**src/rtl/div_unit.sv**
```systemverilog
// div_unit: multi-cycle radix-2 restoring 32-bit signed/unsigned divider with flush annul
module div_unit #(
    parameter int DATA_W = 32
) (
    input  logic                clk,
    input  logic                rst,
    input  logic                signed_div_i,
    input  logic [DATA_W-1:0]   opdata1_i,
    input  logic [DATA_W-1:0]   opdata2_i,
    input  logic                start_i,
    input  logic                annul_i,
    output logic [2*DATA_W-1:0] result_o,
    output logic                ready_o
);
    localparam int CW = $clog2(DATA_W + 1);
    localparam logic [CW-1:0] LAST = CW'(DATA_W);

    typedef enum logic [1:0] {S_FREE, S_BYZERO, S_ON, S_END} state_t;

    state_t              state, next;
    logic [CW-1:0]       cnt;
    logic [2*DATA_W:0]   work;
    logic [DATA_W-1:0]   dvs;
    logic                neg_q, neg_r;
    logic [DATA_W:0]     diff;
    logic [DATA_W-1:0]   mag1, mag2, quo, rem;
    logic                take, leave;

    // A request counts only when not flushed in the same cycle
    assign take  = start_i && !annul_i;
    assign leave = !start_i || annul_i;

    // Magnitudes of the operands; the most negative value maps onto itself, which is correct as unsigned
    assign mag1 = (signed_div_i && opdata1_i[DATA_W-1]) ? -opdata1_i : opdata1_i;
    assign mag2 = (signed_div_i && opdata2_i[DATA_W-1]) ? -opdata2_i : opdata2_i;

    // Trial subtraction of the divisor from the current partial remainder; bit DATA_W is the borrow
    assign diff = {1'b0, work[2*DATA_W-1:DATA_W]} - {1'b0, dvs};

    // Quotient/remainder fixup: quotient sign from the operand XOR, remainder follows the dividend
    assign quo = neg_q ? -work[DATA_W-1:0] : work[DATA_W-1:0];
    assign rem = neg_r ? -work[2*DATA_W:DATA_W+1] : work[2*DATA_W:DATA_W+1];

    assign ready_o = (state == S_END);

    // State register
    always_ff @(posedge clk or posedge rst) begin
        if (rst)
            state <= S_FREE;
        else
            state <= next;
    end

    // Next-state logic
    always_comb begin
        next = state;
        case (state)
            S_FREE:   next = take ? ((opdata2_i == '0) ? S_BYZERO : S_ON) : S_FREE;
            S_BYZERO: next = S_END;
            S_ON:     next = annul_i ? S_FREE : ((cnt == LAST) ? S_END : S_ON);
            S_END:    next = leave ? S_FREE : S_END;
            default:  next = S_FREE;
        endcase
    end

    // Datapath: operand capture, one quotient bit per cycle, result register
    always_ff @(posedge clk or posedge rst) begin
        if (rst) begin
            cnt      <= '0;
            work     <= '0;
            dvs      <= '0;
            neg_q    <= 1'b0;
            neg_r    <= 1'b0;
            result_o <= '0;
        end else begin
            case (state)
                S_FREE: begin
                    result_o <= '0;
                    if (take) begin
                        cnt   <= '0;
                        work  <= {{DATA_W{1'b0}}, mag1, 1'b0};
                        dvs   <= mag2;
                        neg_q <= signed_div_i && (opdata1_i[DATA_W-1] ^ opdata2_i[DATA_W-1]);
                        neg_r <= signed_div_i && opdata1_i[DATA_W-1];
                    end
                end
                S_BYZERO: result_o <= '0;
                S_ON: begin
                    if (annul_i) begin
                        cnt      <= '0;
                        result_o <= '0;
                    end else if (cnt == LAST) begin
                        result_o <= {rem, quo};
                    end else begin
                        work <= diff[DATA_W] ? {work[2*DATA_W-1:0], 1'b0}
                                             : {diff[DATA_W-1:0], work[DATA_W-1:0], 1'b1};
                        cnt  <= cnt + 1'b1;
                    end
                end
                S_END: if (leave) result_o <= '0;
                default: result_o <= '0;
            endcase
        end
    end
endmodule

```
**config.mk**
```make
export PLATFORM = sky130hd
export DESIGN_NAME = div_unit
export DESIGN_NICKNAME = d
export VERILOG_FILES = /design/src/rtl/div_unit.sv
export SDC_FILE = /design/constraint.sdc
export NUM_CORES = 1
export LEC_CHECK = 0
export CAP_MARGIN = 10
export CELL_PAD_IN_SITES_DETAIL_PLACEMENT = 1
export CELL_PAD_IN_SITES_GLOBAL_PLACEMENT = 1
export CORE_UTILIZATION = 40
export CTS_BUF_LIST = sky130_fd_sc_hd__clkbuf_16
export DETAILED_ROUTE_END_ITERATION = 8
export PLACE_DENSITY = 0.78
export RECOVER_POWER = 100
export SLEW_MARGIN = 40
export SYNTH_ARGS = -nofsm -noshare
export SYNTH_HDL_FRONTEND = slang
export SYNTH_SLANG_ARGS = --single-unit
```
**constraint.sdc**
```tcl
create_clock -name clk -period 13.9 [get_ports clk]
set_input_delay 2.78 -clock clk [delete_from_list [all_inputs] [get_ports clk]]
set_output_delay 2.78 -clock clk [all_outputs]
set_load 0.05 [all_outputs]
```
==> reports/summary.txt <==
Initial DRC Count: 576
Async S/R FF share, synth: 100.0%
sequential share of the synthesized area: 38.46%
Die Wd: 168.8 microns
Post-synth EDFFs: 0
status: finished with violations
Multi-input gate area: 6397 sq um
max frequency: 0.1159 GHz
vias in the first global route: 10243
row cnt: 60
synth unique cells: 60
final WL: 31.43 mm
Slew headroom: -207.5%
Main synth FF type: dfrtp_1
hold_buf cts: 0
final setup fails: 0
Tcrit/Tclk final: 62.06%
CP arrival: 8.95 ns
layout cells sized above 1: 3.458%
GRT Total Usage: 22.93%
Req. time, crit path: 14.22 ns
Mean Syn Cell Area: 8.329 sq um
die height: 168.8 microns
total grt overflow: 0
maxcap violations: 6
vias per cell: 5.493
FILL cells: 3250
Mapped Nets: 1445
synthesized instance count: 1336
Fin Clk Skew: 0.01461 ns
total number of vias: 9992
post-route ant nets: 0
Area Overhead vs Synth: 20.00%
Slew @ Worst Pin: 4.587 ns
maximum vdd drop: 0.08643 mV
CTS buffer count: 17
worst skew pair latency: 0.44 ns
clock slew at reported path FFs: 0.07 ns
Starting Density: 41.06%
failing checks: capacitance limit, slew limit
Setup crit end kind: register
# IOs: 134
Final Max Slew Viols: 355
Routability Congestion: 0.8545
Longest Clk Path Bufs: 2
first-pass GRT wire length: 52.65 mm
Power Dens Cells: 167.8 nW/um^2
largest net degree at the start of global routing: 101
#FFs+latches synth: 171
core area: 27100 sq um
CTS root buf: clkbuf_16
WL/cell: 17.28 microns
IO buf count: 133
Lkg Pwr: 6.005 nW
TritonRoute pass-1 iters: 5
Setup Crit Path Kind: input pin to register
Critical Path Fanout Max: 46
post-CTS setup buffers: 0
initial antenna violation count: 0
Syn. warnings: 0
CTS sink count: 171
minimum clock period: 8.626 ns
count of final hold-check violations: 0
number of H-tree levels: 4
hpwl dp: 22.91 mm
worst min-delay path category: register to register
startpoint types: input pin
RSZ-0062 raised after global routing: no
number of gates resized after cts: 0
TritonCTS clock tree: done
FF/Latch Area: 4280 sq um
die area: 28490 sq um
drc violations: 0
Post-Syn Area: 11130 sq um
setup TNS: 0 ns
post-layout net count: 1542
Total Power: 2.241 mW
[sequential cells by signal, indices dropped and copies added, names as in the netlist]
signal and flops:
cnt 6, result_o 64, state 2, neg_r 1, work 65, neg_q 1
dvs 32
[per-layer routing]
| layer | wire, microns | share of wire, % | GRT usage [%] |
|---|---|---|---|
| met5 | 0 | 0 | 0 |
| met4 | 504 | 1.6 | 5.929 |
| met3 | 943 | 3.0 | 3.437 |
| met2 | 15180 | 48 | 39.06 |
| met1 | 14810 | 47 | 30.36 |
[layout make-up]
cell class              instances  area share (%)
multi-input cells            1047           47.91
clock inverters                15           1.396
repair buffers                143           10.45
clock buffers                  17           3.186
diodes                          1         0.01874
inverters                      53           1.499
flip-flops and latches        171           32.06
well taps                     372           3.486
[worst paths after layout]
check | from | endpoint | slack [ns] | cells after the start
max in group asynchronous | rst | neg_r | 7.45 | 2
min in group asynchronous | rst | result_o[26] | 4.16 | 2
hold reg to reg | result_o[13] | result_o[13] | 0.47 | 2
setup reg to reg | state[1] | result_o[34] | 7.21 | 7
setup / recovery | annul_i | result_o[34] | 5.27 | 6
hold / removal | result_o[13] | result_o[13] | 0.47 | 2
[cell families (layout without fill, tap and decap cells)]
kind of cell | Yosys count | count (layout) | synth area share, %
DFF | 171 | 171 | 38.46
other | 0 | 1 | 0
adders and majority gates | 40 | 40 | 4.565
and+or+nand+nor | 437 | 437 | 17.89
xor gates and xnor gates | 144 | 144 | 11.33
buffers and inverters | 118 | 228 | 4.127
muxes | 30 | 30 | 2.699
AOI/OAI and AO/OA | 396 | 396 | 20.93
[cell usage in the layout, fill, tap and decap left out, types with 6 or more instances in the layout]
master and instances:
nand2_1 221, o21ai_0 196, dfrtp_1 170, xor2_1 93, a21oi_1 87, nor2_1 76, dlygate4sd3_1 69, clkdlybuf4s50_1 64
inv_1 53, xnor2_1 51, ha_1 39, o31ai_1 32, mux2i_1 30, nand3_1 20, or3_1 18, nor3_1 17
clkbuf_16 17, or4_1 16, o41ai_1 15, nor2b_1 11, nand2b_1 10, nor4_1 10, and2_1 9, and3_1 8
o21a_1 8, a31oi_1 7, o211ai_1 7, a21o_1 6, inv_6 6
[critical path, cell delays in order]
cell and delay (ns):
dlygate4sd3_1 0.63, nand2b_1 0.29, or2_0 1.60, o21ai_0 1.94, clkbuf_1 1.13, o31ai_1 0.55
[synthesized netlist by cell type (all sizes together), types with 9 or more instances]
cell / n / area share, %
or3: 19 / 1.1
buf: 9 / 0.45
a21oi: 88 / 4.0
nand3: 20 / 0.90
ha: 39 / 4.4
nor2b: 12 / 0.67
nor4: 10 / 0.56
o41ai: 15 / 1.2
dfrtp: 171 / 38
xor2: 93 / 7.3
nand2b: 10 / 0.56
xnor2: 51 / 4.0
nor3: 17 / 0.76
or4: 16 / 1.1
clkbuf: 56 / 1.9
o21ai: 200 / 9.0
o31ai: 32 / 2.2
nor2: 76 / 2.6
nand2: 221 / 7.5
inv: 53 / 1.8
mux2i: 30 / 2.7
and2: 9 / 0.51
[metrics by stage]
stage	worst slack (ns)	instances	hold WS, ns	utilization [%]	area, sq um
final	5.274	1819	0.4742	49.27	13350
after global routing	4.572	1818	0.4952	49.26	13350
after CTS	8.472	1818	0.4875	49.45	13400
after detailed placement	8.032	1786	0.4720	47.19	12790
after global placement	8.119	1786	0.4596	47.14	12780
after floorplan	6.488	1336	0.4498	-	11130
[where the power goes]
part	switching [mW]	internal, mW
logic	0.587	0.441
clock network	0.218	0.286
registers	0.132	0.576
total	0.937	1.30
(Power assumes the default switching activity.)
